===== config.mk =====
export PLATFORM = sky130hd
export DESIGN_NAME = dds_sweep_ctrl
export DESIGN_NICKNAME = d
export VERILOG_FILES = /design/src/rtl/dds_sweep_pkg.sv /design/src/rtl/sweep_interval_cnt.sv /design/src/rtl/dds_sweep_ctrl.sv
export SDC_FILE = /design/constraint.sdc
export NUM_CORES = 1
export LEC_CHECK = 0
export CAP_MARGIN = 20
export CORE_MARGIN = 2
export CORE_UTILIZATION = 40
export DETAILED_ROUTE_END_ITERATION = 10
export MAX_ROUTING_LAYER = met4
export PLACE_DENSITY_LB_ADDON = 0.12
export SLEW_MARGIN = 0
export SYNTH_ARGS = -nofsm -noshare
export SYNTH_HDL_FRONTEND = slang
export SYNTH_SLANG_ARGS = --single-unit
export TNS_END_PERCENT = 10

===== constraint.sdc =====
create_clock -name clk -period 7.5 [get_ports clk]
set_input_delay 2.25 -clock clk [delete_from_list [all_inputs] [get_ports clk]]
set_output_delay 2.25 -clock clk [all_outputs]
set_load 0.02 [all_outputs]

===== src/rtl/dds_sweep_pkg.sv =====
// Shared types and constants for the DDS frequency-sweep sequencer:
// FSM state encoding, default widths and the saturating tuning-word add.
package dds_sweep_pkg;

    localparam int FWORD_W  = 28;
    localparam int IDX_W    = 10;
    localparam int SETTLE_W = 16;
    localparam int DWELL_W  = 24;

    typedef enum logic [1:0] {
        IDLE,
        SETTLE,
        DWELL,
        DONE
    } sweep_state_t;

    typedef struct packed {
        logic               sat;
        logic [FWORD_W-1:0] word;
    } sat_word_t;

    // One extra bit catches the carry; on carry the word pins at all-ones.
    function automatic sat_word_t sat_add(input logic [FWORD_W-1:0] a,
                                          input logic [FWORD_W-1:0] b);
        logic [FWORD_W:0] sum;
        sat_word_t        r;
        sum    = {1'b0, a} + {1'b0, b};
        r.sat  = sum[FWORD_W];
        r.word = sum[FWORD_W] ? {FWORD_W{1'b1}} : sum[FWORD_W-1:0];
        return r;
    endfunction

endpackage


===== src/rtl/sweep_interval_cnt.sv =====
// Loadable down-counter for settle/dwell intervals. A length of 0 behaves
// as 1; term is high on the final enabled cycle of the interval.
module sweep_interval_cnt #(
    parameter int W = 16
) (
    input  logic         clk,
    input  logic         rst,
    input  logic         load,
    input  logic         en,
    input  logic [W-1:0] len,
    output logic         term
);

    logic [W-1:0] remain;

    // NOTE: state registers use non-blocking assignments so every flop
    // samples pre-edge values and simulation matches the synthesized logic.
    always_ff @(posedge clk or posedge rst) begin
        if (rst) begin
            remain <= '0;
        end else if (load) begin
            remain <= (len == '0) ? '0 : len - W'(1);
        end else if (en && remain != '0) begin
            remain <= remain - W'(1);
        end
    end

    assign term = en && (remain == '0);

endmodule


===== src/rtl/dds_sweep_ctrl.sv =====
// Frequency-sweep sequencer feeding the DDS tuning word: per point it settles,
// opens a measurement window, then steps. `DDS_SWEEP_LOOP_EN adds sweep_loop.
module dds_sweep_ctrl
    import dds_sweep_pkg::*;
#(
    parameter int FWORD_W  = dds_sweep_pkg::FWORD_W,
    parameter int IDX_W    = dds_sweep_pkg::IDX_W,
    parameter int SETTLE_W = dds_sweep_pkg::SETTLE_W,
    parameter int DWELL_W  = dds_sweep_pkg::DWELL_W
) (
    input  logic                clk,
    input  logic                rst,
`ifdef DDS_SWEEP_LOOP_EN
    input  logic                sweep_loop,
`endif
    input  logic                start,
    input  logic                abort,
    input  logic [FWORD_W-1:0]  f_start,
    input  logic [FWORD_W-1:0]  f_step,
    input  logic [IDX_W-1:0]    n_points,
    input  logic [SETTLE_W-1:0] settle_cycles,
    input  logic [DWELL_W-1:0]  dwell_cycles,
    output logic [FWORD_W-1:0]  fre_w,
    output logic                busy,
    output logic                meas_window,
    output logic                point_valid,
    output logic [IDX_W-1:0]    point_idx,
    output logic                done,
    output logic                ovf
);

    sweep_state_t state, next_state;

    logic                capture, settle_load, dwell_load, advance, wrap;
    logic                settle_term, dwell_term, loop_req, last_point, wrap_done;
    logic [FWORD_W-1:0]  cfg_start, cfg_step;
    logic [IDX_W-1:0]    last_idx;
    logic [SETTLE_W-1:0] cfg_settle, settle_len;
    logic [DWELL_W-1:0]  cfg_dwell;
    sat_word_t           step_sum;

`ifdef DDS_SWEEP_LOOP_EN
    assign loop_req = sweep_loop;
`else
    assign loop_req = 1'b0;
`endif

    // The first settle interval loads straight from the port, before capture lands.
    assign settle_len = capture ? settle_cycles : cfg_settle;
    assign last_point = (point_idx == last_idx);
    assign step_sum   = sat_add(fre_w, cfg_step);

    sweep_interval_cnt #(.W(SETTLE_W)) u_settle_cnt (
        .clk  (clk),
        .rst  (rst),
        .load (settle_load),
        .en   (state == SETTLE),
        .len  (settle_len),
        .term (settle_term)
    );

    sweep_interval_cnt #(.W(DWELL_W)) u_dwell_cnt (
        .clk  (clk),
        .rst  (rst),
        .load (dwell_load),
        .en   (state == DWELL),
        .len  (cfg_dwell),
        .term (dwell_term)
    );

    always_ff @(posedge clk or posedge rst) begin
        if (rst) state <= IDLE;
        else     state <= next_state;
    end

    // NOTE: every output of this block gets a default first, so no path
    // leaves a signal unassigned and no latch is inferred.
    always_comb begin
        next_state  = state;
        capture     = 1'b0;
        settle_load = 1'b0;
        dwell_load  = 1'b0;
        advance     = 1'b0;
        wrap        = 1'b0;
        if (abort) begin
            next_state = IDLE;
        end else begin
            case (state)
                IDLE: if (start) begin
                    capture     = 1'b1;
                    settle_load = 1'b1;
                    next_state  = SETTLE;
                end
                SETTLE: if (settle_term) begin
                    dwell_load = 1'b1;
                    next_state = DWELL;
                end
                DWELL: if (dwell_term) begin
                    if (!last_point) begin
                        advance     = 1'b1;
                        settle_load = 1'b1;
                        next_state  = SETTLE;
                    end else if (loop_req) begin
                        wrap        = 1'b1;
                        settle_load = 1'b1;
                        next_state  = SETTLE;
                    end else begin
                        next_state = DONE;
                    end
                end
                DONE:    next_state = IDLE;
                default: next_state = IDLE;
            endcase
        end
    end

    always_ff @(posedge clk or posedge rst) begin
        if (rst) begin
            fre_w      <= '0;
            point_idx  <= '0;
            ovf        <= 1'b0;
            wrap_done  <= 1'b0;
            cfg_start  <= '0;
            cfg_step   <= '0;
            cfg_settle <= '0;
            cfg_dwell  <= '0;
            last_idx   <= '0;
        end else begin
            wrap_done <= wrap;
            if (capture) begin
                cfg_start  <= f_start;
                cfg_step   <= f_step;
                cfg_settle <= settle_cycles;
                cfg_dwell  <= dwell_cycles;
                last_idx   <= (n_points == '0) ? '0 : n_points - IDX_W'(1);
                fre_w      <= f_start;
                point_idx  <= '0;
                ovf        <= 1'b0;
            end else if (advance) begin
                fre_w     <= step_sum.word;
                ovf       <= ovf | step_sum.sat;
                point_idx <= point_idx + IDX_W'(1);
            end else if (wrap) begin
                fre_w     <= cfg_start;
                point_idx <= '0;
            end
        end
    end

    // abort suppresses the completion pulses in the cycle it arrives.
    assign busy        = (state != IDLE);
    assign meas_window = (state == DWELL);
    assign point_valid = dwell_term && !abort;
    assign done        = ((state == DONE) || wrap_done) && !abort;

endmodule

==> results_dict.tcl, run 1 <==
set metrics [dict create \
    ant_nets 0 \
    gp_congestion 0.8357 \
    routed_wl_mm 26.35 \
    final_cells 1630 \
    fin_setup_tns_ns 0 \
    max_slew_margin_pct 32.26 \
    hold_violations 0 \
    htreeDepth 4 \
    vias_per_cell 5.266 \
    cts_tree "yes" \
    grt_pass1_wl_mm 43.28 \
    wl_per_cell_microns 16.17 \
    synthTopCellsByArea "dfrtp_1 42%, nand2_1 9.8%, nor2_1 5.2%" \
    synth-async-reset-ratio_pct 100.0 \
    tightest_slew_ns 1.016 \
    firstDrtPassIters 4 \
    dp_hpwl_mm 18.84 \
    dpl-instance-area_sq_mm 0.01142 \
    rows 56 \
    leakagePower_nw 5.315 \
    grt_max_degree 90 \
    cts.reportedPaths.clkPinSlew_ns 0.07 \
    fp.dieW_microns 158.7 \
    p_per_area_mw_per_mm2 284.5 \
    fmax_mhz 160.7 \
    ys_warn_count 0 \
    core_area_sq_mm 0.02347 \
    syn_inst 1161 \
    report.final.slew_viol_count 0 \
    vias 8584 \
    yosys.area.top_type_share_pct 41.54 \
    antenna_cells 0 \
    cp.required_ns 5.25 \
    placed_cells 1597 \
    path_buf_inv 3 \
    cts_hold_buf 0 \
    synth_area_sq_mm 0.009578 \
    cts_root_buffer "clkbuf_16" \
    skew_ns 0.01531 \
    synth_top_flop_cell "dfrtp_1" \
    initial_core_util_pct 40.80 \
    groute.usage.overall_pct 21.69 \
    antenna_found_initial 0 \
    cts_buffer_depth 2 \
    nets 1444 \
    crit_top_cell "clkdlybuf4s50_1" \
    cp_max_fo 9 \
    ys_seq_area_share_pct 41.54 \
    vdd_ir_drop_max_uv 144.7 \
    worst_path_max_delay_cell "clkdlybuf4s50_1" \
    final_cell_mix "249 x nand2_1, 159 x dfrtp_1, 152 x clkdlybuf4s50_1" \
    critPathCaptureType "primary output" \
    path_cells "clkdlybuf4s50_1 -> buf_4 -> nor3_1 -> clkdlybuf4s50_1" \
    yosys.area.top_type "dfrtp_1" \
    crit_arrival_ns 3.97 \
    drc 0 \
    die_y_microns 158.7 \
    overflow 0 \
    hp-class "flip-flop to flip-flop" \
    power_mw 3.413 \
    status "complete, no violations" \
    cts_resized 0 \
    cts_inserted_buffers 17 \
    cts_sinks 159 \
    fin_area_sq_mm 0.01200 \
    clk_latency_ns 0.43 \
    yosysUniqueCellTypes 59 \
    grt_setup_unrepaired "no" \
    setup.worst_path.start_class "input port" \
    crit_family "buffers and inverters" \
    fin_crit_ns 6.222 \
    drive_gt1_share_pct 5.111 \
    grt_pass1_vias 8326 \
    slowest_delay_ns 0.70 \
    ys_ff_latch 159 \
    final_common_cell "nand2_1" \
    maxCapViolCount 0 \
    synthToLayoutAreaGrowth_pct 25.25 \
    syn_area_per_cell_sq_um 8.250 \
    hold_ws_ns 0.4866 \
    nFillCells 2278 \
    dieArea_sq_mm 0.02520 \
    syn_nets 1307 \
    critical_path_class "input port to primary output" \
    post_cts_buffers 0 \
    setup_violations 0 \
    drt_iter0_drc 484 \
    final.period_utilization_pct 82.96 \
    ios 153 \
    synth_edf_count 0 \
    portBuffers 152 \
]
[kinds of logic (layout without fill, tap and decap cells)]
group	count (synthesis)	count (layout)	share of synthesized area, %
AND/OR/NAND/NOR	535	535	24.98
AO/OA/AOI/OAI	256	256	16.59
flip-flops	159	159	41.54
XOR/XNOR	80	80	7.315
buffers and inverters	80	230	3.227
adder cells (fa/ha/maj)	36	36	4.781
multiplexers	15	15	1.568
[worst paths after layout]
| check | from | endpoint | slack [ns] | cells past startpoint |
|---|---|---|---|---|
| hold / removal | cfg_step[11] | cfg_step[11] | 0.49 | 2 |
| hold reg to reg | cfg_step[11] | cfg_step[11] | 0.49 | 2 |
| setup / recovery | abort | point_valid | 1.28 | 4 |
| max in group asynchronous | rst | u_dwell_cnt.remain[2] | 4.16 | 3 |
| min in group asynchronous | rst | state[1] | 2.27 | 2 |
| setup reg to reg | u_dwell_cnt.remain[2] | fre_w[8] | 3.33 | 10 |
[metrics by stage]
stage	setup slack [ns]	util (%)
after CTS	1.244	51.08
final	1.278	51.11
after global placement	1.257	48.62
after detailed placement	1.258	48.66
after floorplan	0.9584	-
after global routing	1.229	51.11
[worst register-to-register path, cell delays in order, from the launching register on]
cell      delay [ns]
dfrtp_1         0.43
or3_1           0.44
nor4_1          0.69
nand2_1         0.16
or3_1           0.40
nor3_1          0.38
nand2b_1        0.41
nand2_1         0.70
o21ai_0         0.23
a21oi_1         0.18
a21o_1          0.10
[final cells by class]
type / instances / area (sq um) / area share [%]
inverter: 33 / 128.9 / 1.074
sequential: 159 / 3979 / 33.17
multi-input combinational: 922 / 5303 / 44.20
timing repair buffer: 165 / 1619 / 13.50
tap: 319 / 399.1 / 3.327
clock inverter: 11 / 107.6 / 0.8970
clock buffer: 21 / 460.4 / 3.838
[synthesized netlist by cell type (3+ instances only)]
| cell type | count |
|---|---|
| nand2b_1 | 10 |
| o21bai_1 | 6 |
| nor4_1 | 12 |
| and3_1 | 4 |
| o21ai_1 | 4 |
| a32oi_1 | 13 |
| dfrtp_1 | 159 |
| nand3_1 | 25 |
| buf_1 | 3 |
| o22ai_1 | 23 |
| or4_1 | 7 |
| nand4_1 | 10 |
| a31o_2 | 3 |
| nand2_1 | 249 |
| and2_1 | 4 |
| mux2i_1 | 15 |
| o211ai_1 | 3 |
| o21ai_0 | 58 |
| or3_1 | 20 |
| a21o_1 | 20 |
| o22a_1 | 8 |
| a211oi_1 | 4 |
| a21oi_1 | 77 |
| ha_1 | 35 |
| xnor2_1 | 55 |
| or2_2 | 8 |
| buf_2 | 7 |
| o311ai_0 | 3 |
| nor2_1 | 133 |
| o31ai_1 | 10 |
| nor3_1 | 34 |
| o21a_1 | 4 |
| a31oi_1 | 8 |
| clkbuf_1 | 37 |
| inv_1 | 33 |
| xor2_1 | 25 |
[registers in the layout, indices dropped and copies added (netlist names), 10 cells and up]
| register | count |
|---|---|
| point_idx | 10 |
| u_dwell_cnt.remain | 24 |
| u_settle_cnt.remain | 16 |
| fre_w | 28 |
| cfg_step | 28 |
| cfg_settle | 16 |
| last_idx | 10 |
| cfg_dwell | 24 |
[routing by layer]
metal  part of all wire, %  vias to the layer above  track usage, %
li1                      -                     4323               -
met1                    49                     4051           30.41
met2                    45                      199           33.03
met3                   5.6                       11           4.415
met4                  0.53                        0           3.670
met5                     0                        -               -
[where the power goes]
group	switching [mW]	total, mW	internal, mW
clock	0.366	0.843	0.477
sequential	0.188	1.23	1.04
combinational	0.732	1.34	0.608
total	1.29	3.41	2.13
No activity file was read; power rests on OpenSTA's default activity.
==> run 2: changes to the inputs <==
==> constraint.sdc (replaced) <==
create_clock -name clk -period 5.8 [get_ports clk]
set_input_delay 1.74 -clock clk [delete_from_list [all_inputs] [get_ports clk]]
set_output_delay 1.74 -clock clk [all_outputs]
set_load 0.02 [all_outputs]
==> run 2 against run 1 <==
Via count rose by 0.36%. Final cell count increased by 0.18%. First-iteration DRC count decreased by 11%. Critical path depth rose by 2. Sequential power up 29%. Routed wire length increased by 1.0%. Combinational power up 29%. Clock power up 30%. Clock-buffer cell count stayed put. Sequential share of layout area decreased by 0.096 points. Clock skew up 0.0024 ns. Utilization grew 0.15 points. Critical path type is now flip-flop to primary output. Largest cell class unchanged.
==> results_dict.tcl, run 2 (same netlist as run 1, synthesis figures left out) <==
set metrics [dict create \
    skew_ns 0.01775 \
    gp_congestion 0.8628 \
    overflow 0 \
    drive_gt1_share_pct 5.255 \
    nFillCells 2212 \
    fp.dieW_microns 158.7 \
    fmax_mhz 189.6 \
    vias_per_cell 5.276 \
    r2r_slack_ns 1.74 \
    grt_pass1_wl_mm 44.40 \
    dieArea_sq_mm 0.02520 \
    final.period_utilization_pct 90.93 \
    cts_resized 0 \
    largestRegisters "cfg_step: 28 flops, fre_w: 28 flops" \
    grt_pass1_vias 8562 \
    routed_wl_mm 26.62 \
    ios 153 \
    leakagePower_nw 5.335 \
    final_cell_mix "249 x nand2_1, 159 x dfrtp_1, 152 x clkdlybuf4s50_1" \
    cp_max_fo 6 \
    cts.reportedPaths.clkPinSlew_ns 0.06 \
    htreeDepth 4 \
    portBuffers 152 \
    crit_path_start "u_dwell_cnt.remain[2]" \
    dp_hpwl_mm 19.11 \
    routedLengthMet1_mm 12.84 \
    route.met3.wl_mm 1.293 \
    hold_violations 0 \
    critical_path_class "flip-flop to primary output" \
    fin_setup_tns_ns 0 \
    p_per_area_mw_per_mm2 367.6 \
    drc 0 \
    vias 8615 \
    crit_end "point_valid" \
    status "complete, no violations" \
    maxCapViolCount 0 \
    setup_violations 0 \
    cts_inserted_buffers 17 \
    placed_cells 1600 \
    core_area_sq_mm 0.02347 \
    clk_latency_ns 0.43 \
    setup.worst_path.start_class "flip-flop" \
    rows 56 \
    ant_nets 0 \
    max_slew_margin_pct 34.10 \
    cts_sinks 159 \
    hp-class "flip-flop to flip-flop" \
    vdd_ir_drop_max_uv 203.9 \
    tightest_slew_ns 0.9886 \
    grt_setup_unrepaired "no" \
    cts_root_buffer "clkbuf_16" \
    cts_buffer_depth 2 \
    report.final.slew_viol_count 0 \
    die_y_microns 158.7 \
    nets 1446 \
    critPathCaptureType "primary output" \
    initial_core_util_pct 40.80 \
    post_cts_buffers 0 \
    wl_per_cell_microns 16.30 \
    cts_tree "yes" \
    drt_iter0_drc 432 \
    antenna_found_initial 1 \
    reg2reg_to "fre_w[13]" \
    final_common_cell "nand2_1" \
    cp.required_ns 4.06 \
    cts_hold_buf 0 \
    wl_met2_mm 12.24 \
    synthToLayoutAreaGrowth_pct 25.62 \
    fin_crit_ns 5.274 \
    grt_max_degree 88 \
    r2r_start "fre_w[0]" \
    worstRegToRegCells 13 \
    groute.usage.overall_pct 22.20 \
    crit_arrival_ns 3.53 \
    final_cells 1633 \
    firstDrtPassIters 5 \
    dr.max_layer_used "met4" \
]
[run 2: cell types whose count changed in the layout (fill, tap and decap cells not counted)]
cell	delta
buf_12	+1
buf_6	+2
diode_2	+1
clkinvlp_4	-1
buf_4	-1
clkinv_2	+1
[run 2: worst min path at each step]
stage          cells after the start  slack [ns]      endpoint          from
2_1_floorplan                      2        0.45   cfg_step[0]   cfg_step[0]
3_3_place_gp                       2        0.46  cfg_step[12]  cfg_step[12]
3_5_place_dp                       2        0.47  cfg_step[24]  cfg_step[24]
4_1_cts                            2        0.49  cfg_step[24]  cfg_step[24]
5_1_grt                            2        0.50   cfg_step[6]   cfg_step[6]
6_report                           2        0.48  cfg_step[25]  cfg_step[25]
[run 2: layout make-up]
| type | instances | area, sq um | area share [%] |
|---|---|---|---|
| Multi-Input combinational cell | 922 | 5303 | 44.07 |
| Sequential cell | 159 | 3979 | 33.07 |
| Timing Repair Buffer | 167 | 1654 | 13.75 |
| Clock buffer | 21 | 460.4 | 3.827 |
| Tap cell | 319 | 399.1 | 3.317 |
| Inverter | 33 | 127.6 | 1.061 |
| Clock inverter | 11 | 106.4 | 0.8839 |
| Antenna cell | 1 | 2.502 | 0.02080 |
[run 2: layer usage]
layer	vias up	GRT usage, %
li1	4312	-
met1	4084	30.00
met2	199	34.56
met3	20	4.833
met4	0	4.462
met5	-	-
[run 2: through the flow]
step	hold slack, ns	utilization [%]	setup slack, ns	area (sq um)	power (mW)
6_report	0.4831	51.26	0.5261	12030	4.423
5_1_grt	0.5049	51.26	0.3461	12030	4.750
4_1_cts	0.4892	51.25	0.5067	12030	4.452
3_5_place_dp	0.4737	48.83	0.3976	11460	3.332
3_3_place_gp	0.4649	48.74	0.4548	11440	3.309
2_1_floorplan	0.4497	-	0.9005	9582	2.795
[run 2: report_power, final]
| part | total [mW] | leakage [nW] | internal [mW] | switching (mW) |
|---|---|---|---|---|
| registers | 1.59 | 1.99 | 1.35 | 0.243 |
| logic | 1.73 | 3.07 | 0.788 | 0.944 |
| clock network | 1.10 | 0.270 | 0.618 | 0.481 |
[run 2: critical path, cell delays in order, from the launching register on]
cell	delay (ns)
dfrtp_1	0.42
or3_1	0.43
nor4_1	0.60
nand2_1	0.15
or3_1	0.39
nor3_1	0.42
clkdlybuf4s50_1	0.71
